$ cat config.mk
export PLATFORM = sky130hd
export DESIGN_NAME = rf_sequencer_flat
export DESIGN_NICKNAME = d
export VERILOG_FILES = /design/src/rtl/rf_sequencer_if.sv /design/src/rtl/rf_sequencer.sv /design/src/flat_wrapper.sv
export SDC_FILE = /design/constraint.sdc
export NUM_CORES = 1
export LEC_CHECK = 0
export ABC_AREA = 1
export BUFFER_PORTS_ARGS = -buffer_cell sky130_fd_sc_hd__clkbuf_2
export CAP_MARGIN = 25
export CORE_UTILIZATION = 55
export CTS_BUF_LIST = sky130_fd_sc_hd__clkbuf_8
export DETAILED_ROUTE_END_ITERATION = 12
export PLACE_DENSITY = 0.78
export SKIP_LAST_GASP = 1
export SYNTH_ARGS = -nofsm -noshare
export SYNTH_HDL_FRONTEND = slang
export SYNTH_SLANG_ARGS = --single-unit
$ cat constraint.sdc
create_clock -name clk -period 1.7 [get_ports clk]
set_input_delay 0.085 -clock clk [delete_from_list [all_inputs] [get_ports clk]]
set_output_delay 0.085 -clock clk [all_outputs]
set_load 0.01 [all_outputs]
$ cat src/rtl/rf_sequencer_if.sv
// Instruction handshake between an instruction source and rf_sequencer.
// Width follows the RF address width.
interface rf_sequencer_if #(
  parameter int ADDR_BITS = 2
);
  localparam int INSTR_W = 2 + 3 * ADDR_BITS + 4;

  logic [INSTR_W-1:0] instr;
  logic               instr_valid;
  logic               instr_ready;

  modport master (
    output instr,
    output instr_valid,
    input  instr_ready
  );

  modport slave (
    input  instr,
    input  instr_valid,
    output instr_ready
  );
endinterface

$ cat src/rtl/rf_sequencer.sv
// Control sequencer for the register file datapath: decodes micro-instructions
// and drives RF controls, sequencing multi-cycle EXEC operations with a timeout.
module rf_sequencer #(
  parameter int ADDR_BITS = 2,
  parameter int INSTR_W   = 2 + 3 * ADDR_BITS + 4,
  parameter int TIMEOUT   = 15,
  parameter int CNT_W     = 16
) (
  input  logic                 clk,
  input  logic                 rst,
  rf_sequencer_if.slave        cmd,
  input  logic                 exec_done,
  output logic [1:0]           rf_select_source,
  output logic [ADDR_BITS-1:0] rf_write_address,
  output logic                 rf_write_en,
  output logic [ADDR_BITS-1:0] rf_read_address_a,
  output logic [ADDR_BITS-1:0] rf_read_address_b,
  output logic                 rf_select_dest_a,
  output logic                 rf_select_dest_b,
  output logic                 rd_strobe,
  output logic                 exec_start,
  output logic                 busy,
  output logic                 err,
  output logic [CNT_W-1:0]     retired
);

  localparam logic [1:0] S_IDLE  = 2'd0;
  localparam logic [1:0] S_ISSUE = 2'd1;
  localparam logic [1:0] S_WAIT  = 2'd2;
  localparam logic [1:0] S_WB    = 2'd3;

  localparam logic [1:0] OP_NOP  = 2'b00;
  localparam logic [1:0] OP_LOAD = 2'b01;
  localparam logic [1:0] OP_READ = 2'b10;
  localparam logic [1:0] OP_EXEC = 2'b11;

  localparam int TW = $clog2(TIMEOUT + 1);
  localparam logic [TW-1:0] TO_LAST = TW'(TIMEOUT - 1);

  logic [1:0]           state;
  logic [INSTR_W-1:0]   ir;
  logic [TW-1:0]        tcnt;
  logic [INSTR_W-1:0]   instr_in;
  logic [1:0]           op_in;

  logic [1:0]           op;
  logic [ADDR_BITS-1:0] wa;
  logic [ADDR_BITS-1:0] ra;
  logic [ADDR_BITS-1:0] rb;
  logic                 dsel_a;
  logic                 dsel_b;
  logic [1:0]           src;

  assign instr_in = cmd.instr;
  assign op_in    = instr_in[INSTR_W-1 -: 2];

  assign op     = ir[INSTR_W-1 -: 2];
  assign wa     = ir[INSTR_W-3 -: ADDR_BITS];
  assign ra     = ir[INSTR_W-3-ADDR_BITS -: ADDR_BITS];
  assign rb     = ir[ADDR_BITS+3 -: ADDR_BITS];
  assign dsel_a = ir[3];
  assign dsel_b = ir[2];
  assign src    = ir[1:0];

  assign cmd.instr_ready = (state == S_IDLE);
  assign busy            = (state != S_IDLE);

  always_ff @(posedge clk) begin
    if (rst) begin
      state   <= S_IDLE;
      ir      <= '0;
      tcnt    <= '0;
      err     <= 1'b0;
      retired <= '0;
    end else begin
      unique case (state)
        S_IDLE: begin
          if (cmd.instr_valid) begin
            if (op_in == OP_NOP) begin
              retired <= retired + CNT_W'(1);
            end else begin
              ir    <= instr_in;
              state <= S_ISSUE;
            end
          end
        end
        S_ISSUE: begin
          tcnt <= '0;
          if (op == OP_EXEC) begin
            state <= S_WAIT;
          end else begin
            retired <= retired + CNT_W'(1);
            state   <= S_IDLE;
          end
        end
        S_WAIT: begin
          if (exec_done) begin
            state <= S_WB;
          end else if (tcnt == TO_LAST) begin
            // abort without write-back; the instruction does not retire
            err   <= 1'b1;
            state <= S_IDLE;
          end else begin
            tcnt <= tcnt + TW'(1);
          end
        end
        S_WB: begin
          retired <= retired + CNT_W'(1);
          state   <= S_IDLE;
        end
        default: state <= S_IDLE;
      endcase
    end
  end

  always_comb begin
    rf_select_source  = 2'b00;
    rf_write_address  = '0;
    rf_write_en       = 1'b0;
    rf_read_address_a = '0;
    rf_read_address_b = '0;
    rf_select_dest_a  = 1'b0;
    rf_select_dest_b  = 1'b0;
    rd_strobe         = 1'b0;
    exec_start        = 1'b0;
    unique case (1'b1)
      (state == S_ISSUE): begin
        rf_read_address_a = ra;
        rf_read_address_b = rb;
        rf_select_dest_a  = dsel_a;
        rf_select_dest_b  = dsel_b;
        if (op == OP_LOAD) begin
          rf_write_en      = 1'b1;
          rf_select_source = src;
          rf_write_address = wa;
        end
        rd_strobe  = (op == OP_READ);
        exec_start = (op == OP_EXEC);
      end
      (state == S_WAIT): begin
        rf_read_address_a = ra;
        rf_read_address_b = rb;
        rf_select_dest_a  = dsel_a;
        rf_select_dest_b  = dsel_b;
      end
      (state == S_WB): begin
        rf_write_en      = 1'b1;
        rf_select_source = 2'b10;
        rf_write_address = wa;
      end
      default: ;
    endcase
  end

endmodule

$ cat src/flat_wrapper.sv
// flat-port wrapper written by rule: the top's interface ports become plain ports
module rf_sequencer_flat 
#(
  parameter int ADDR_BITS = 2,
  parameter int INSTR_W   = 2 + 3 * ADDR_BITS + 4,
  parameter int TIMEOUT   = 15,
  parameter int CNT_W     = 16
)
  (clk, rst, exec_done, rf_select_source, rf_write_address, rf_write_en, rf_read_address_a, rf_read_address_b, rf_select_dest_a, rf_select_dest_b, rd_strobe, exec_start, busy, err, retired, cmd_instr, cmd_instr_valid, cmd_instr_ready);
  rf_sequencer_if #(.ADDR_BITS(ADDR_BITS)) cmd_i ();
  input  logic clk;
  input  logic rst;
  input  logic exec_done;
  output logic [1:0] rf_select_source;
  output logic [ADDR_BITS-1:0] rf_write_address;
  output logic rf_write_en;
  output logic [ADDR_BITS-1:0] rf_read_address_a;
  output logic [ADDR_BITS-1:0] rf_read_address_b;
  output logic rf_select_dest_a;
  output logic rf_select_dest_b;
  output logic rd_strobe;
  output logic exec_start;
  output logic busy;
  output logic err;
  output logic [CNT_W-1:0] retired;
  input wire logic [$bits(cmd_i.instr)-1:0] cmd_instr;
  input wire logic [$bits(cmd_i.instr_valid)-1:0] cmd_instr_valid;
  output wire logic [$bits(cmd_i.instr_ready)-1:0] cmd_instr_ready;
  assign cmd_i.instr = cmd_instr;
  assign cmd_i.instr_valid = cmd_instr_valid;
  assign cmd_instr_ready = cmd_i.instr_ready;
  rf_sequencer #(.ADDR_BITS(ADDR_BITS), .INSTR_W(INSTR_W), .TIMEOUT(TIMEOUT), .CNT_W(CNT_W)) u_core (.clk(clk), .rst(rst), .cmd(cmd_i), .exec_done(exec_done), .rf_select_source(rf_select_source), .rf_write_address(rf_write_address), .rf_write_en(rf_write_en), .rf_read_address_a(rf_read_address_a), .rf_read_address_b(rf_read_address_b), .rf_select_dest_a(rf_select_dest_a), .rf_select_dest_b(rf_select_dest_b), .rd_strobe(rd_strobe), .exec_start(exec_start), .busy(busy), .err(err), .retired(retired));
endmodule
# --- Word-level counts from Yosys, hierarchy flattened ---
# Index checks and enable logic that the tools add are counted.
word_totals:
  register_bits: 35
  out_inout_bits: 32
classes:
  n_addsub: 2
  bitwise_logic: 2
  eq_ne: 14
  reduce_logical: 11
  mux: 25
op_table:
  columns: ["operator", "n"]
  rows:
  - ["16-bit 2-to-1 mux", 3]
  - ["16-bit case mux with 3 select lines", 1]
  - ["2-bit 2-to-1 mux", 9]
  - ["16-bit by 1-bit adder with 16-bit output (second input constant)", 1]
  - ["3-bit AND reduction", 4]
  - ["2-bit inequality test (second input constant)", 5]
  - ["2-bit equality test (second input constant)", 4]
  - ["4-bit 2-to-1 mux", 2]
  - ["2-bit case mux with 2 select lines", 2]
  - ["2-bit case mux with 4 select lines", 1]
  - ["4-bit case mux with 2 select lines", 1]
  - ["1-bit 2-to-1 mux", 5]
  - ["4-bit by 1-bit adder with 4-bit output (second input constant)", 1]
  - ["2-bit by 1-bit equality test with 1-bit output (second input constant)", 2]
  - ["4-bit equality test (second input constant)", 1]
  - ["2-bit zero test", 2]
  - ["4-bit AND reduction", 1]
  - ["2-bit nonzero test", 2]
  - ["3-bit by 2-bit inequality test with 1-bit output (second input constant)", 1]
  - ["3-bit nonzero test", 1]
  - ["2-bit by 1-bit inequality test with 1-bit output (second input constant)", 1]
  - ["1-bit NOT", 2]
  - ["1-bit case mux with 2 select lines", 1]
  - ["2-bit OR reduction", 1]

# --- Depth between registers and ports, before layout ---
# Gate-level depths: netlist (run 1).
logic_depth:
  depth_word: 4
  depth_mapped: 10
  mapped_depth_nobuf: 9

# --- Worst setup path before layout (run 1) ---
# No wires, ideal clock.
synth_timing:
  kind: "reg-to-reg"
  startpoint: "register u_core.state[0]"
  endpoint: "register u_core.retired[7]"
  period_less_slack_ns: 1.563
  t_required_ns: 1.585
  path_stages_with_launch: 9
  setup_time_ns: 0.115
  slack_ns: 0.137
  t_arrival_ns: 1.447
  path_buffers: 1
  cell_sequence: "dfxtp_1 > inv_1 > ha_1 > nand2_1 > nand3_2 > nor2_8 > buf_8 > nand3_1 > and3_1"
synth_between:
  elab_chain_cells: 3
  word_cells_on_any_way: 9
  classes_between: "eq/ne: 5; mux: 1; reduce/logical: 3"
synth_rtl:
  columns: ["element", "line_no", "rtl"]
  rows:
  - ["start: declaration", "rf_sequencer.sv:40", "logic [1:0] state;"]
  - ["start signal: assignment", "rf_sequencer.sv:70", "state <= S_IDLE;"]
  - ["start signal: assignment", "rf_sequencer.sv:83", "state <= S_ISSUE;"]
  - ["start signal: assignment", "rf_sequencer.sv:90", "state <= S_WAIT;"]
  - ["2-bit zero test (*)", null, null]
  - ["via cmd_instr_ready", "flat_wrapper.sv:28", "output wire logic [$bits(cmd_i.instr_ready)-1:0] cmd_instr_ready;"]
  - ["2-bit by 1-bit inequality test with 1-bit output (no source line) (tied with other cells)", null, null]
  - ["4-bit AND reduction (no source line)", null, null]
  - ["end signal: assignment", "rf_sequencer.sv:80", "retired <= retired + CNT_W'(1);"]
  - ["end signal: assignment", "rf_sequencer.sv:92", "retired <= retired + CNT_W'(1);"]
  - ["end signal: assignment", "rf_sequencer.sv:108", "retired <= retired + CNT_W'(1);"]
  - ["end: declaration", "rf_sequencer.sv:24", "output logic [CNT_W-1:0] retired"]
# Mark *: on every way through the listed nets, which the timed path passes. The rest lies on a longest branch.
# A chain may end at the register's enable or synchronous reset.

# --- Worst setup path in the final report (run 1) ---
layout_timing:
  startpoint: "register u_core.state[0]"
  endpoint: "register u_core.retired[10]"
layout_between:
  elab_chain_cells: 3
  word_cells_on_any_way: 9
  classes_between: "eq/ne: 5; mux: 1; reduce/logical: 3"
layout_rtl:
  columns: ["element", "line_no", "rtl"]
  rows:
  - ["2-bit by 1-bit equality test with 1-bit output (tied with other cells)", "rf_sequencer.sv:76", "unique case (state)"]
  - ["2-bit inequality test (no source line) (tied with other cells)", null, null]
  - ["4-bit AND reduction (no source line)", null, null]
# Parallel ways exist; a longest one is shown, timed or not.

==> results of run 1 <==
==> through the flow <==
| stage | std cells | instance area (µm²) |
|---|---|---|
| 2_1_floorplan | 282 | 1890 |
| 3_3_place_gp | 372 | 2180 |
| 3_5_place_dp | 372 | 2180 |
| 4_1_cts | 379 | 2260 |
| 5_1_grt | 383 | 2330 |
| 6_report | 383 | 2330 |
==> state kept, by name, indices dropped and copies added, names as in the netlist <==
name / cells
u_core.ir: 12
u_core.err: 1
u_core.state: 2
u_core.retired: 16
u_core.tcnt: 4
==> Yosys cell counts (2+ instances only) <==
library cell  count  area (µm²)
ha_1              7        87.6
nor2_1           45         169
inv_2             5        18.8
a21oi_1          18        90.1
clkbuf_1          2        7.51
inv_1            46         173
o21ai_0          15        75.1
nand3_1          18        90.1
o21ai_1           4        20.0
nand2_1          57         214
dfxtp_1          35         701
nand4_1          11        68.8
nand3_2           2        20.0
nor3_1            2        10.0
nand2_2           2        12.5
==> power by group <==
group / switching [mW] / internal (mW) / total, mW
combinational: 0.546 / 0.336 / 0.882
sequential: 0.0539 / 0.905 / 0.959
clock: 0.294 / 0.318 / 0.612
total: 0.894 / 1.56 / 2.45
==> repair_timing <==
action,in CTS,in global routing
buffers inserted,0,2
setup endpoints to repair,0,17
resized for setup,0,3
==> kinds of logic after synthesis <==
group | share of synthesized area
adders and majority gates | 0.0463
AOI/OAI and AO/OA | 0.107
buffers and inverters | 0.124
DFF | 0.371
and+or+nand+nor | 0.348
xor gates and xnor gates | 0.00463
==> final timing paths <==
check	start	end	cells past startpoint
hold / removal	cmd_instr[3]	u_core.ir[3]	3
setup / recovery	u_core.state[0]	u_core.retired[10]	9
hold reg to reg	u_core.ir[1]	u_core.ir[1]	2
setup reg to reg	u_core.state[0]	u_core.retired[10]	9
==> area by class of cell <==
type	count	area, µm²
clock buffer	6	82.6
clock inverter	1	5.00
fill	283	827
inverter	51	191
multi-input combinational	192	990
sequential	35	702
tap	44	55.1
timing repair buffer	54	300
==> critical path, cell delays in order, from the launching register on <==
cell	delay, ns
dfxtp_1	0.36
inv_1	0.09
ha_1	0.25
nand2_1	0.15
nand3_4	0.15
nor2_4	0.18
buf_12	0.14
nand4_1	0.07
nand2_1	0.08
nor2_1	0.04
==> routing by layer <==
metal  track usage  routed length (µm)  share of wire  vias to the layer above
met2         0.405                2080           0.48                       48
li1              -                   -              -                     1002
met5             0                   0              0                        -
met3        0.0512                 200          0.046                       10
met1         0.289                1960           0.45                      837
met4         0.117                  87          0.020                        0
==> run metrics, run 1 <==
clock transition at the registers of the reported paths=0.07 ns; Final nets=362; total number of vias=1897; Critical Path AT=1.80 ns; TritonRoute pass-1 iters=4; gpl congestion=0.817; Core Util, Final=0.738; Clk Latency, worst-skew pair=approximately 0.29 ns; final total negative setup slack=0 ns; Rows=20; largest net degree at the start of global routing=29; area delta synth->final=23.0%; crit end category=register; Post-synth ARST share=0; width of the die=just over 60 µm; RSZ-0062 raised after global routing=false; # port buffers=47; ant diodes=0; share of cells above drive strength 1=0.236; type of the worst setup path=reg2reg; post-synth cell types=28; outcome=complete, no violations; dpl ws=0.0724 ns; Starting DRT DRC Count=between 150 and 200; vias per inst=just under 5; Power per Cell Area=between 1000 and 1500 nW/µm²; R2R Setup Slk=a little under 0.09 ns; # IOs=48; setup slack after layout=just under 0.09 ns; clock root buffer master=clkbuf_8; DR DRC count=0; relative slew slack=0.714; cts bufs inserted=5; initial antenna violation count=0; global-route wire length before repair=6530 µm; CTS tree=built; overall power=between 2 and 2.5 mW; Yosys reg bits=35; remaining global-route overflow=0; Syn Area/Cell=between 6 and 7 µm²; final period utilization=0.949; most frequent cells in the layout=nand2_1 (57), clkbuf_2 (47), inv_1 (46), nor2_1 (45), dfxtp_1 (34); die height=between 60 and 70 µm; die area=between 3000 and 4000 µm²; hold slack=about 0.022 ns; f_max=roughly 620 MHz; Post-synth top flop=dfxtp_1; net count after synthesis=305; Hold Fails Final Rpt=0; Routed Wire Length=roughly 4300 µm; DP HPWL=roughly 2800 µm; CP Data Required Time=between 1.5 and 2 ns; Initial Util=0.600; routed len/inst=about 11 µm; synth warn=0; Hold WC Path Type=in2reg; Post-Synthesis Cells=~280; Routed Antenna Nets=0; Pleak=around 1.2 nW; Setup crit start kind=register; CTS sink count=35; Core ar.=approximately 3200 µm²; Max Root-Sink Buffers=2; Syn Std Cell Area=~1900 µm²; max-slew violations=0; # hold bufs at CTS=0; Worst VDD drop=0.604 mV; number of global-route vias before repair=1557; H-Tree Depth=2; sequential fraction of the synthesis area=0.371; GRT Util Overall=0.240; Final Critical Period=between 1.5 and 2 ns; Post-synth EDFFs=0; commonest non-fill, non-tap cell in the layout=nand2_1; critical path fanouts, max=9; Worst Skew=0.00530 ns; Tightest Pin Transition=0.428 ns; Final setup viols=0; Max Cap Viol=0
Power figures use the tool's default switching activity.
==> inputs of run 2 (changes only) <==
CORE_UTILIZATION = 51   (was 55)
PLACE_DENSITY = 0.73   (was 0.78)
==> run 2 against run 1 <==
Against the previous run:
- count of clock-buffer cells in the layout rose by 1
- core utilization fell by 5.8 points
- critical path depth did not move
- fmax rose by 3.9%
- non-clock buffer count fell by 1
- worst setup slack improved by 0.060 ns
- clock skew rose by 0.00082 ns
- register-to-register slack improved by 0.06 ns
- final cell count rose by 0.52%
- sequential power barely moved
- total power rose by 1.2%
- flip-flop and latch count did not move
- critical endpoint is now u_core.retired[2]
==> run metrics, run 2 (synthesized netlist as in run 1, its figures left out) <==
outcome=complete, no violations; width of the die=~63 µm; clock root buffer master=clkbuf_8; # IOs=between 40 and 50; Tightest Pin Transition=0.423 ns; Final nets=361; Initial Util=0.549; cts bufs inserted=5; f_max=roughly 640 MHz; number of global-route vias before repair=roughly 1700; largest net degree at the start of global routing=29; CP Data Required Time=roughly 1.9 ns; Core ar.=3440 µm²; DP HPWL=about 3000 µm; # port buffers=47; commonest non-fill, non-tap cell in the layout=nand2_1; Final Critical Period=around 1.6 ns; Setup crit start kind=register; Fill cells=308; Hold WC Path Type=in2reg; GRT Util Overall=0.231; gpl congestion=around 0.77; power share of the sequential group=0.387; CTS sink count=35; combinational power share=0.345; total number of vias=around 1900; most frequent cells in the layout=nand2_1 (56), clkbuf_2 (47), inv_1 (46), nor2_1 (45), dfxtp_1 (34); Hold Fails Final Rpt=0; Max Cap Viol=0; biggest regs=u_core.retired (16), u_core.ir (12), u_core.tcnt (4); clock transition at the registers of the reported paths=roughly 0.07 ns; max-slew violations=0; area delta synth->final=23.8%; critical path fanouts, max=13; H-Tree Depth=2; DR DRC count=0; die area=between 3000 and 4000 µm²; Rows=21; clock network fraction of total power=0.268; ant diodes=0; Sw Ratio=0.358; die height=62.9 µm; Routed Wire Length=~4200 µm; overall power=between 2 and 2.5 mW; relative slew slack=0.718; hold slack=approximately 0.027 ns; crit end category=register; RSZ-0062 raised after global routing=false; initial antenna violation count=0; Final setup viols=0; Starting DRT DRC Count=between 100 and 150; Power per Cell Area=between 1000 and 1500 nW/µm²; share of cells above drive strength 1=0.245; NetSw=about 0.89 mW; Clk Latency, worst-skew pair=just under 0.3 ns; type of the worst setup path=reg2reg; Int Pwr=1.59 mW; CTS tree=built; final total negative setup slack=0 ns; Max Root-Sink Buffers=2; Most flops, register=u_core.retired; remaining global-route overflow=0; vias per inst=a little under 5; max FFs per register=16; global-route wire length before repair=about 7300 µm; TritonRoute pass-1 iters=4; Worst VDD drop=approximately 0.63 mV; final period utilization=0.913; Critical Path AT=~1.7 ns; Pleak=roughly 1.2 nW; Worst Skew=between 0.006 and 0.007 ns; routed len/inst=~11 µm; Routed Antenna Nets=0
## run 2: worst paths after layout
| kind | from | to | slack [ns] | cells past startpoint |
|---|---|---|---|---|
| worst min-delay path | cmd_instr[6] | u_core.ir[6] | 0.03 | 3 |
| worst max-delay path | u_core.state[0] | u_core.retired[2] | 0.15 | 9 |
| worst min register to register | u_core.ir[8] | u_core.ir[8] | 0.45 | 2 |
| worst max register to register | u_core.state[0] | u_core.retired[2] | 0.15 | 9 |
## run 2: critical path, stage by stage (launching register included)
cell and delay (ns):
dfxtp_1 0.37, inv_1 0.09, ha_2 0.23, nand2_1 0.13
nand3_4 0.15, nor2_4 0.13, buf_12 0.14, nand2_2 0.05
o21ai_1 0.11, nor2_1 0.05
## run 2: final cells by class
cell class	instances	area, µm²	area share
Tap cell	46	57.6	0.0246
Multi-Input combinational cell	192	997	0.426
Sequential cell	35	702	0.300
Clock buffer	7	96.3	0.0412
Clock inverter	1	3.75	0.00160
Timing Repair Buffer	53	293	0.125
Inverter	51	191	0.0818
## run 2: per-layer routing
metal	vias to the layer above	GRT usage	routed length, µm
met2	38	0.363	1960
met3	8	0.0712	166
met1	843	0.295	2040
li1	998	-	-
met5	-	0	0
met4	0	0.0814	60
## run 2: stage by stage
step,utilization,worst slack (ns),area [µm²],instances
2_1_floorplan,-,0.137,1890,282
3_3_place_gp,0.633,0.0820,2180,374
3_5_place_dp,0.633,0.0331,2180,374
4_1_cts,0.662,0.00686,2280,382
5_1_grt,0.680,0.0477,2340,385
6_report,0.680,0.147,2340,385
## run 2: timing repair
item | in CTS | in global routing
endpoints found under the setup margin | 0 | 17
setup buffers | 0 | 1
gates resized for setup | 0 | 7
hold buffers | 0 | 0
## run 2: power groups by stage
stage	sequential [mW]	clock, mW	combinational [mW]
3_5_place_dp	0.975	0	0.725
4_1_cts	0.957	0.680	0.728
5_1_grt	0.970	0.717	0.959
2_1_floorplan	0.978	0	0.544
3_3_place_gp	0.972	0	0.715
6_report	0.960	0.666	0.855
